--- config.mk ---
export PLATFORM = sky130hd
export DESIGN_NAME = fir_stream_ctrl
export DESIGN_NICKNAME = d
export VERILOG_FILES = /design/src/rtl/fir_stream_ctrl.sv
export SDC_FILE = /design/constraint.sdc
export NUM_CORES = 1
export LEC_CHECK = 0
export CAP_MARGIN = 20
export CORE_ASPECT_RATIO = 0.75
export CORE_UTILIZATION = 32
export DETAILED_ROUTE_END_ITERATION = 8
export PLACE_DENSITY = 0.75
export SETUP_SLACK_MARGIN = 0.3
export SLEW_MARGIN = 15
export SYNTH_ARGS = -nofsm -noshare
export SYNTH_HDL_FRONTEND = slang
export SYNTH_SLANG_ARGS = --single-unit
--- constraint.sdc ---
create_clock -name axi_clk -period 1.51 [get_ports axi_clk]
set_input_delay 0.302 -clock axi_clk [delete_from_list [all_inputs] [get_ports axi_clk]]
set_output_delay 0.302 -clock axi_clk [all_outputs]
set_load 0.01 [all_outputs]
--- src/rtl/fir_stream_ctrl.sv ---
// Sequences coefficient loading and per-frame zero flushing in front of a FIR datapath.
// RUN is a combinational pass-through; FLUSH injects NTAPS-1 zero beats and stalls on f_ready.
module fir_stream_ctrl #(
    parameter int DATA_W = 16,
    parameter int NTAPS  = 8,
    parameter int IDX_W  = 3,
    parameter int CNT_W  = 16
) (
    input  logic              axi_clk,
    input  logic              axi_reset_n,
    input  logic              cfg_valid,
    output logic              cfg_ready,
    input  logic [DATA_W-1:0] cfg_data,
    input  logic              s_axis_valid,
    output logic              s_axis_ready,
    input  logic [DATA_W-1:0] s_axis_data,
    input  logic              s_axis_last,
    output logic              f_valid,
    input  logic              f_ready,
    output logic [DATA_W-1:0] f_data,
    output logic              coef_we,
    output logic [IDX_W-1:0]  coef_idx,
    output logic [DATA_W-1:0] coef_data,
    input  logic              ctrl_stop,
    output logic              m_axis_last,
    output logic              busy,
    output logic [CNT_W-1:0]  frame_cnt
);

    typedef enum logic [1:0] {IDLE, LOAD, RUN, FLUSH} state_t;

    localparam logic [IDX_W-1:0] LAST_IDX   = IDX_W'(NTAPS - 1);
    localparam logic [IDX_W-1:0] FLUSH_LAST = IDX_W'(NTAPS - 2);

    state_t           state;
    state_t           state_nxt;
    logic [IDX_W-1:0] load_idx;
    logic [IDX_W-1:0] flush_cnt;
    logic             stop_pending;
    logic             stop_eff;
    logic             flush_done;

    // A stop raised in the very cycle the flush completes still counts.
    assign stop_eff   = stop_pending | ctrl_stop;
    assign flush_done = (state == FLUSH) && f_ready && (flush_cnt == FLUSH_LAST);

    assign coef_we   = cfg_valid & cfg_ready;
    assign coef_idx  = load_idx;
    assign coef_data = cfg_data;
    assign busy      = (state != IDLE);

    always_comb begin
        state_nxt    = state;
        cfg_ready    = 1'b0;
        s_axis_ready = 1'b0;
        f_valid      = 1'b0;
        f_data       = '0;
        case (state)
            IDLE: begin
                cfg_ready = 1'b1;
                if (cfg_valid) state_nxt = LOAD;
            end
            LOAD: begin
                cfg_ready = 1'b1;
                if (cfg_valid && (load_idx == LAST_IDX)) state_nxt = RUN;
            end
            RUN: begin
                f_valid      = s_axis_valid;
                f_data       = s_axis_data;
                s_axis_ready = f_ready;
                if (s_axis_valid && f_ready && s_axis_last) state_nxt = FLUSH;
            end
            FLUSH: begin
                f_valid = 1'b1;
                if (flush_done) state_nxt = stop_eff ? IDLE : RUN;
            end
            default: state_nxt = IDLE;
        endcase
    end

    always_ff @(posedge axi_clk or negedge axi_reset_n) begin
        if (!axi_reset_n) begin
            state        <= IDLE;
            load_idx     <= '0;
            flush_cnt    <= '0;
            stop_pending <= 1'b0;
            m_axis_last  <= 1'b0;
            frame_cnt    <= '0;
        end else begin
            state       <= state_nxt;
            m_axis_last <= flush_done;
            if (coef_we) begin
                load_idx <= (load_idx == LAST_IDX) ? '0 : load_idx + 1'b1;
            end
            if ((state == FLUSH) && f_ready) begin
                flush_cnt <= flush_done ? '0 : flush_cnt + 1'b1;
            end
            if (flush_done) begin
                frame_cnt <= frame_cnt + 1'b1;
            end
            if (flush_done && stop_eff) begin
                stop_pending <= 1'b0;
            end else if (ctrl_stop && ((state == RUN) || (state == FLUSH))) begin
                stop_pending <= 1'b1;
            end
        end
    end

endmodule

# Yosys cells after proc, flatten, opt, wreduce, memory -nomap -nowiden
# Index checks and enable logic that the tools add are counted.
# op_classes
bitwise_logic,2
add_sub_neg,3
n_reduce_logical,13
eq_ne,9
n_mux,14
# op_table
operator,n
$add 16x1->16 const B,1
$mux 16,1
$mux 2,5
$ne 2x2->1 const B,4
$pmux 2 s4,1
$logic_and 1x1->1,7
$add 3x1->3 const B,2
$eq 3x3->1 const B,2
$mux 3,2
$eq 2x2->1 const B,2
$mux 1,4
$reduce_and 4->1,1
$reduce_bool 2->1,2
$eq 2x1->1 const B,1
$logic_not 2->1,1
$pmux 1 s2,1
$reduce_or 2->1,1
$and 1x1->1,1
$logic_or 1x1->1,1
$or 1x1->1,1
# totals
out_inout_bits,57
register_bits,26
inputBits,39
word_cells,47

# Depth between registers and ports, before layout
# Gate-level depths: netlist of run 1.
# depth
depth_word,5
mapped_depth,6

# Least setup slack after synthesis of run 1
# No wires, ideal clock.
# synth_path
kind,register to register
start,register flush_cnt[0]
end,register frame_cnt[11]
path_stages_with_launch,7
t_required_ns,1.385
synth_period_minus_slack_ns,1.554
n_path_buf,0
t_arrival_ns,1.429
path_slack_ns,-0.044
path_cell_list,dfrtp_1 -> inv_1 -> ha_1 -> nand4_2 -> nor4_4 -> nand4_1 -> xnor2_1
# synth_via
elab_chain_len,2
# synth_lines
element,line_no,rtl
"start, declared",38,logic [IDX_W-1:0] flush_cnt;
"start signal, assigned",96,flush_cnt <= flush_done ? '0 : flush_cnt + 1'b1;
$eq 3x3->1,45,assign flush_done = (state == FLUSH) && f_ready && (flush_cnt == FLUSH_LAST);
$logic_and 1x1->1,45,
"end signal, assigned",99,frame_cnt <= frame_cnt + 1'b1;
"end, declared",27,output logic [CNT_W-1:0] frame_cnt
# No other way between the ends.
# A chain may end at the register's enable or synchronous reset.

# Worst setup path in the final report of run 1
# layout_path
start,register flush_cnt[0]
end,register frame_cnt[10]
# Same word-level chain as after synthesis.

==> results, run 1 <==
- Dividing total power by cell area gives a power density of between 1000 and 1500 mW/mm^2.
- In this run, distinct cell masters in the synthesized netlist total 30.
- The fraction of the mapped netlist area in adder cells is 4.26%.
- The post-layout net count is just under 300.
- CTS built an H-tree with a depth of 1.
- The clock sink count is 26.
- The run finished, with violations left.
- The overall die area is roughly 0.0049 mm^2.
- The cell total after placement is approximately 250.
- The growth of design area from synthesis to finish is 96.7%.
- 96 I/O pins were placed.
- The area of all placed cells without fillers is ~0.0029 mm^2.
- In this run the worst hold path is classified as in2async.
- In this run, synthesis inferred 0 flip-flops with an integrated enable.
- The number of inserted filler cells in the final layout is between 300 and 400.
- Subtracting the final worst setup slack from the clock period gives between 1500 and 2000 ps.
- The final count of pins violating max slew came to 0.
- The count of unresolved DRC violations after routing is 0.
- For this run the aggregate overflow at the end of global routing stands at 0.
- Dividing the detail-routed via count by the number of cells gives between 4 and 5.
- By area the synthesized netlist is led by sky130_fd_sc_hd__dfrtp_1 (44%), sky130_fd_sc_hd__buf_4 (8.2%), sky130_fd_sc_hd__and2_1 (7.2%).
- The standard-cell row count is 20.
- The clock tree from TritonCTS is yes.
- The number of hold violations in the final report is 0.
- By area, the combinational part of the netlist is dominated by simple AND/OR/NAND/NOR gates.
- The number of buffer cells added on primary ports is 63.
- The buffer and inverter count on the worst path is 2.
- The synthesized netlist devotes between 20% and 30% of its cell area to simple gates.
- Of all nets on the critical path, the largest fanout is 4.
- The Yosys step of the flow raised 0 warnings.
- The placeable core region is approximately 0.0042 mm^2.
- The multi-input combinational cell area is between 800 and 900 um^2.
- The total via count after detailed routing is around 1,500.
- The total setup violations reported at the end of the flow is 30.
- The post-synthesis async set-or-reset flop share is between 90% and 100%.
- The family of cells with the greatest summed delay on the critical path is simple AND/OR/NAND/NOR gates.
- Across every metal layer, demand over resource in global routing totals between 20% and 30%.
- The commonest cells after synthesis are sky130_fd_sc_hd__dfrtp_1 (26), sky130_fd_sc_hd__and2_1 (17), sky130_fd_sc_hd__buf_4 (16).
- The first global-routing pass estimated between 7000 and 8000 um of wire.
- Summed over all cells, the static leakage comes to between 0.001 and 0.0015 uW.
- The wire length reported by the detailed router is 4730 um.
- By startpoint and endpoint, the worst setup path is classified as reg2reg.
- The root buffer cell chosen for the clock tree is sky130_fd_sc_hd__clkbuf_8.
- After detailed placement, the total cell area comes to 0.00226 mm^2.
- IR analysis of the VDD net gives a maximum drop of between 1 and 1.5 mV.
- The predominant post-synthesis flop cell is sky130_fd_sc_hd__dfrtp_1.
- Among all cell types in the netlist, the one instantiated most often is sky130_fd_sc_hd__dfrtp_1.
- The later pin in the worst-skew pair is clocked with a latency of ~280 ps.
- The gate count of the mapped netlist is ~140.
- The synthesized netlist devotes a little under a tenth of its cell area to XOR and XNOR gates.
- The share of synthesized area spent on multiplexers is just over 3%.
- The total area of sequential cells is ~650 um^2.
- The max-capacitance violation count is 0.
- Walking the worst path, the cells encountered are inv_2, ha_4, nand4_4, buf_6, nor4_4, nand3_1, xnor2_1.
- The maximum clock frequency is 601 MHz.
- The number of buffers added by the clock tree synthesis step is 3.
- Entering global routing, the biggest net connects 27 pins.
- The final worst-path setup slack is -154 ps.
- The mean post-synth cell area is between 10 and 15 um^2.
- The stage delay of the slowest cell on the critical path is between 300 and 400 ps.
- Summed over all nets, the half-perimeter wirelength after detailed placement is between 2000 and 3000 um.
- In the final routed layout, each cell accounts on average for around 16 um.
- For the worst setup path, the data required time is roughly 1700 ps.
- The worst pin sits at a relative slew slack of 76.2%.
- On the final layout, the worst hold slack is 393 ps.
- Excluding fillers, the count of instances in the completed layout stands at roughly 300.
- Of the available clock period, the critical path in the final layout requires 110%.
- The final reports fail on negative setup slack.
- The post-synthesis register bit count is 26.
- The arrival time at the worst endpoint is around 1900 ps.
- Cells with a size suffix above 1 make up 65.7% of the layout.
- Clock skew on the completed layout was measured at about 6.4 ps.
- Setup repair after global routing could not meet its margin everywhere.
- The largest area contributor in the netlist is sky130_fd_sc_hd__dfrtp_1.
- The die span in y is 60.7 um.
- The fraction of the mapped netlist area in compound gates is under 10%.
- The final estimated routing congestion in global placement is ~0.7.
- Once the floorplan was initialized, standard cells occupied between 30% and 40% of the core.
- The via count of the first global-routing pass is about 1,500.
- When the netlist entered floorplanning its net count stood at 180.
- The number of violations reported at the end of detailed-routing iteration 0 is 33.
- The number of diodes added for antenna fixing is 0.
- The residual antenna-violating net count after detailed routing is 0.
- The maximum buffer depth of the clock tree is 2.
- STA classifies the critical path startpoint as a register.
- For the final routed database, the setup TNS stands at -2920 ps.
- In this run the cell area of the synthesized design comes to 0.00147 mm^2.
- After clock tree synthesis, the clock-pin slew on the worst setup and hold paths is roughly 90 ps.
- The die outline width is 80.2 um.
- For this design, the slowest cell found on the critical path is sky130_fd_sc_hd__dfrtp_1.
- The pin slew with the least headroom to its limit is between 300 and 400 ps.
- Summing the sequential cell areas from Yosys gives around 44% of the chip area.
- STA classifies the critical path endpoint as a register.
- The number of antenna violations at the first check in global routing is 0.
- The number of search-and-repair iterations in the first detailed-routing pass is 4.
- In this run the biggest area consumer among cell types represents between 40 and 50% of the synthesized area.
area by class of cell:
cell class	count	area share (%)
timing repair buffer	129	43.0
multi-input combinational	88	30.2
sequential	26	22.6
tap	55	2.38
clock buffer	3	1.43
inverter	2	0.346
cell families (layout without fill, tap and decap cells):
family,count (synthesis),in the layout
AO/OA/AOI/OAI,7,7
XOR/XNOR,16,16
adder cells (fa/ha/maj),5,5
buffers and inverters,22,134
flip-flops,26,26
multiplexers,4,4
AND/OR/NAND/NOR,56,56
layout by cell type, fill, tap and decap left out, types with 2 or more instances in the layout:
cell type,count
sky130_fd_sc_hd__a21oi_1,2
sky130_fd_sc_hd__a32o_1,2
sky130_fd_sc_hd__and2_4,18
sky130_fd_sc_hd__and3_1,2
sky130_fd_sc_hd__buf_12,2
sky130_fd_sc_hd__buf_16,2
sky130_fd_sc_hd__buf_2,9
sky130_fd_sc_hd__buf_4,36
sky130_fd_sc_hd__buf_6,49
sky130_fd_sc_hd__clkbuf_2,7
sky130_fd_sc_hd__clkbuf_8,3
sky130_fd_sc_hd__clkdlybuf4s50_1,22
sky130_fd_sc_hd__dfrtp_1,24
sky130_fd_sc_hd__dfrtp_2,2
sky130_fd_sc_hd__ha_2,2
sky130_fd_sc_hd__ha_4,2
sky130_fd_sc_hd__mux2_4,4
sky130_fd_sc_hd__nand2_1,2
sky130_fd_sc_hd__nand2_2,3
sky130_fd_sc_hd__nand2_4,2
sky130_fd_sc_hd__nand3_1,6
sky130_fd_sc_hd__nand4_1,3
sky130_fd_sc_hd__nor2_1,2
sky130_fd_sc_hd__nor2_2,2
sky130_fd_sc_hd__nor2_4,3
sky130_fd_sc_hd__nor3_4,3
sky130_fd_sc_hd__nor4_4,2
sky130_fd_sc_hd__xnor2_1,8
sky130_fd_sc_hd__xor2_1,7
registers in the layout, summed over array words and instances, names as in the netlist:
signal	flops
m_axis_last	1
frame_cnt	16
flush_cnt	3
state	2
coef_idx	3
stop_pending	1
report_power, final:
part / total, uW / leakage (uW) / internal, uW / switching [uW]
Sequential: 984 / 0.000335 / 836 / 149
Combinational: 2390 / 0.00112 / 1460 / 924
Clock: 402 / 0.0000216 / 180 / 223
repair_timing:
action                     CTS  global route
setup endpoints to repair   64            58
pin swaps                   38            20
resized for setup          219            21
hold buffers                 0             0
setup buffers               37            10
cloned                       2             0
per-stage QoR:
stage | setup WS (ps) | util, % | power [uW]
after CTS | -118 | 65.7 | 3550
after floorplan | 81.8 | - | 1850
after detailed placement | -338 | 53.4 | 2490
final | -154 | 68.3 | 3770
after global placement | -320 | 53.4 | 2440
after global routing | -268 | 68.3 | 3980
final timing paths:
path,startpoint,end,slack (ps),cells after the start
setup / recovery,flush_cnt[0],frame_cnt[10],-150,7
hold / removal,axi_reset_n,m_axis_last,390,2
setup reg to reg,flush_cnt[0],frame_cnt[10],-150,7
hold reg to reg,frame_cnt[11],frame_cnt[11],500,1
max in group asynchronous,axi_reset_n,frame_cnt[8],840,2
min in group axi_clk,frame_cnt[11],frame_cnt[11],500,1
metal layers:
layer | track usage, % | part of all wire (%) | up-vias
li1 | - | - | 669
met1 | 25.2 | 43 | 724
met2 | 35.0 | 51 | 44
met3 | 5.11 | 3.8 | 13
met4 | 7.14 | 2.7 | 0
met5 | 0 | 0 | -
Note: power is estimated with default switching activity, not from simulation.
==> inputs of run 2 (changes only) <==
--- a/config.mk
+++ b/config.mk
@@ -5,7 +5,7 @@
 export SDC_FILE = /design/constraint.sdc
 export NUM_CORES = 1
 export LEC_CHECK = 0
-export CAP_MARGIN = 20
+export CAP_MARGIN = 10
 export CORE_ASPECT_RATIO = 0.75
 export CORE_UTILIZATION = 32
 export DETAILED_ROUTE_END_ITERATION = 8
==> results of run 2 <==
The final DEF is identical to that of run 1; final timing and power are the same.
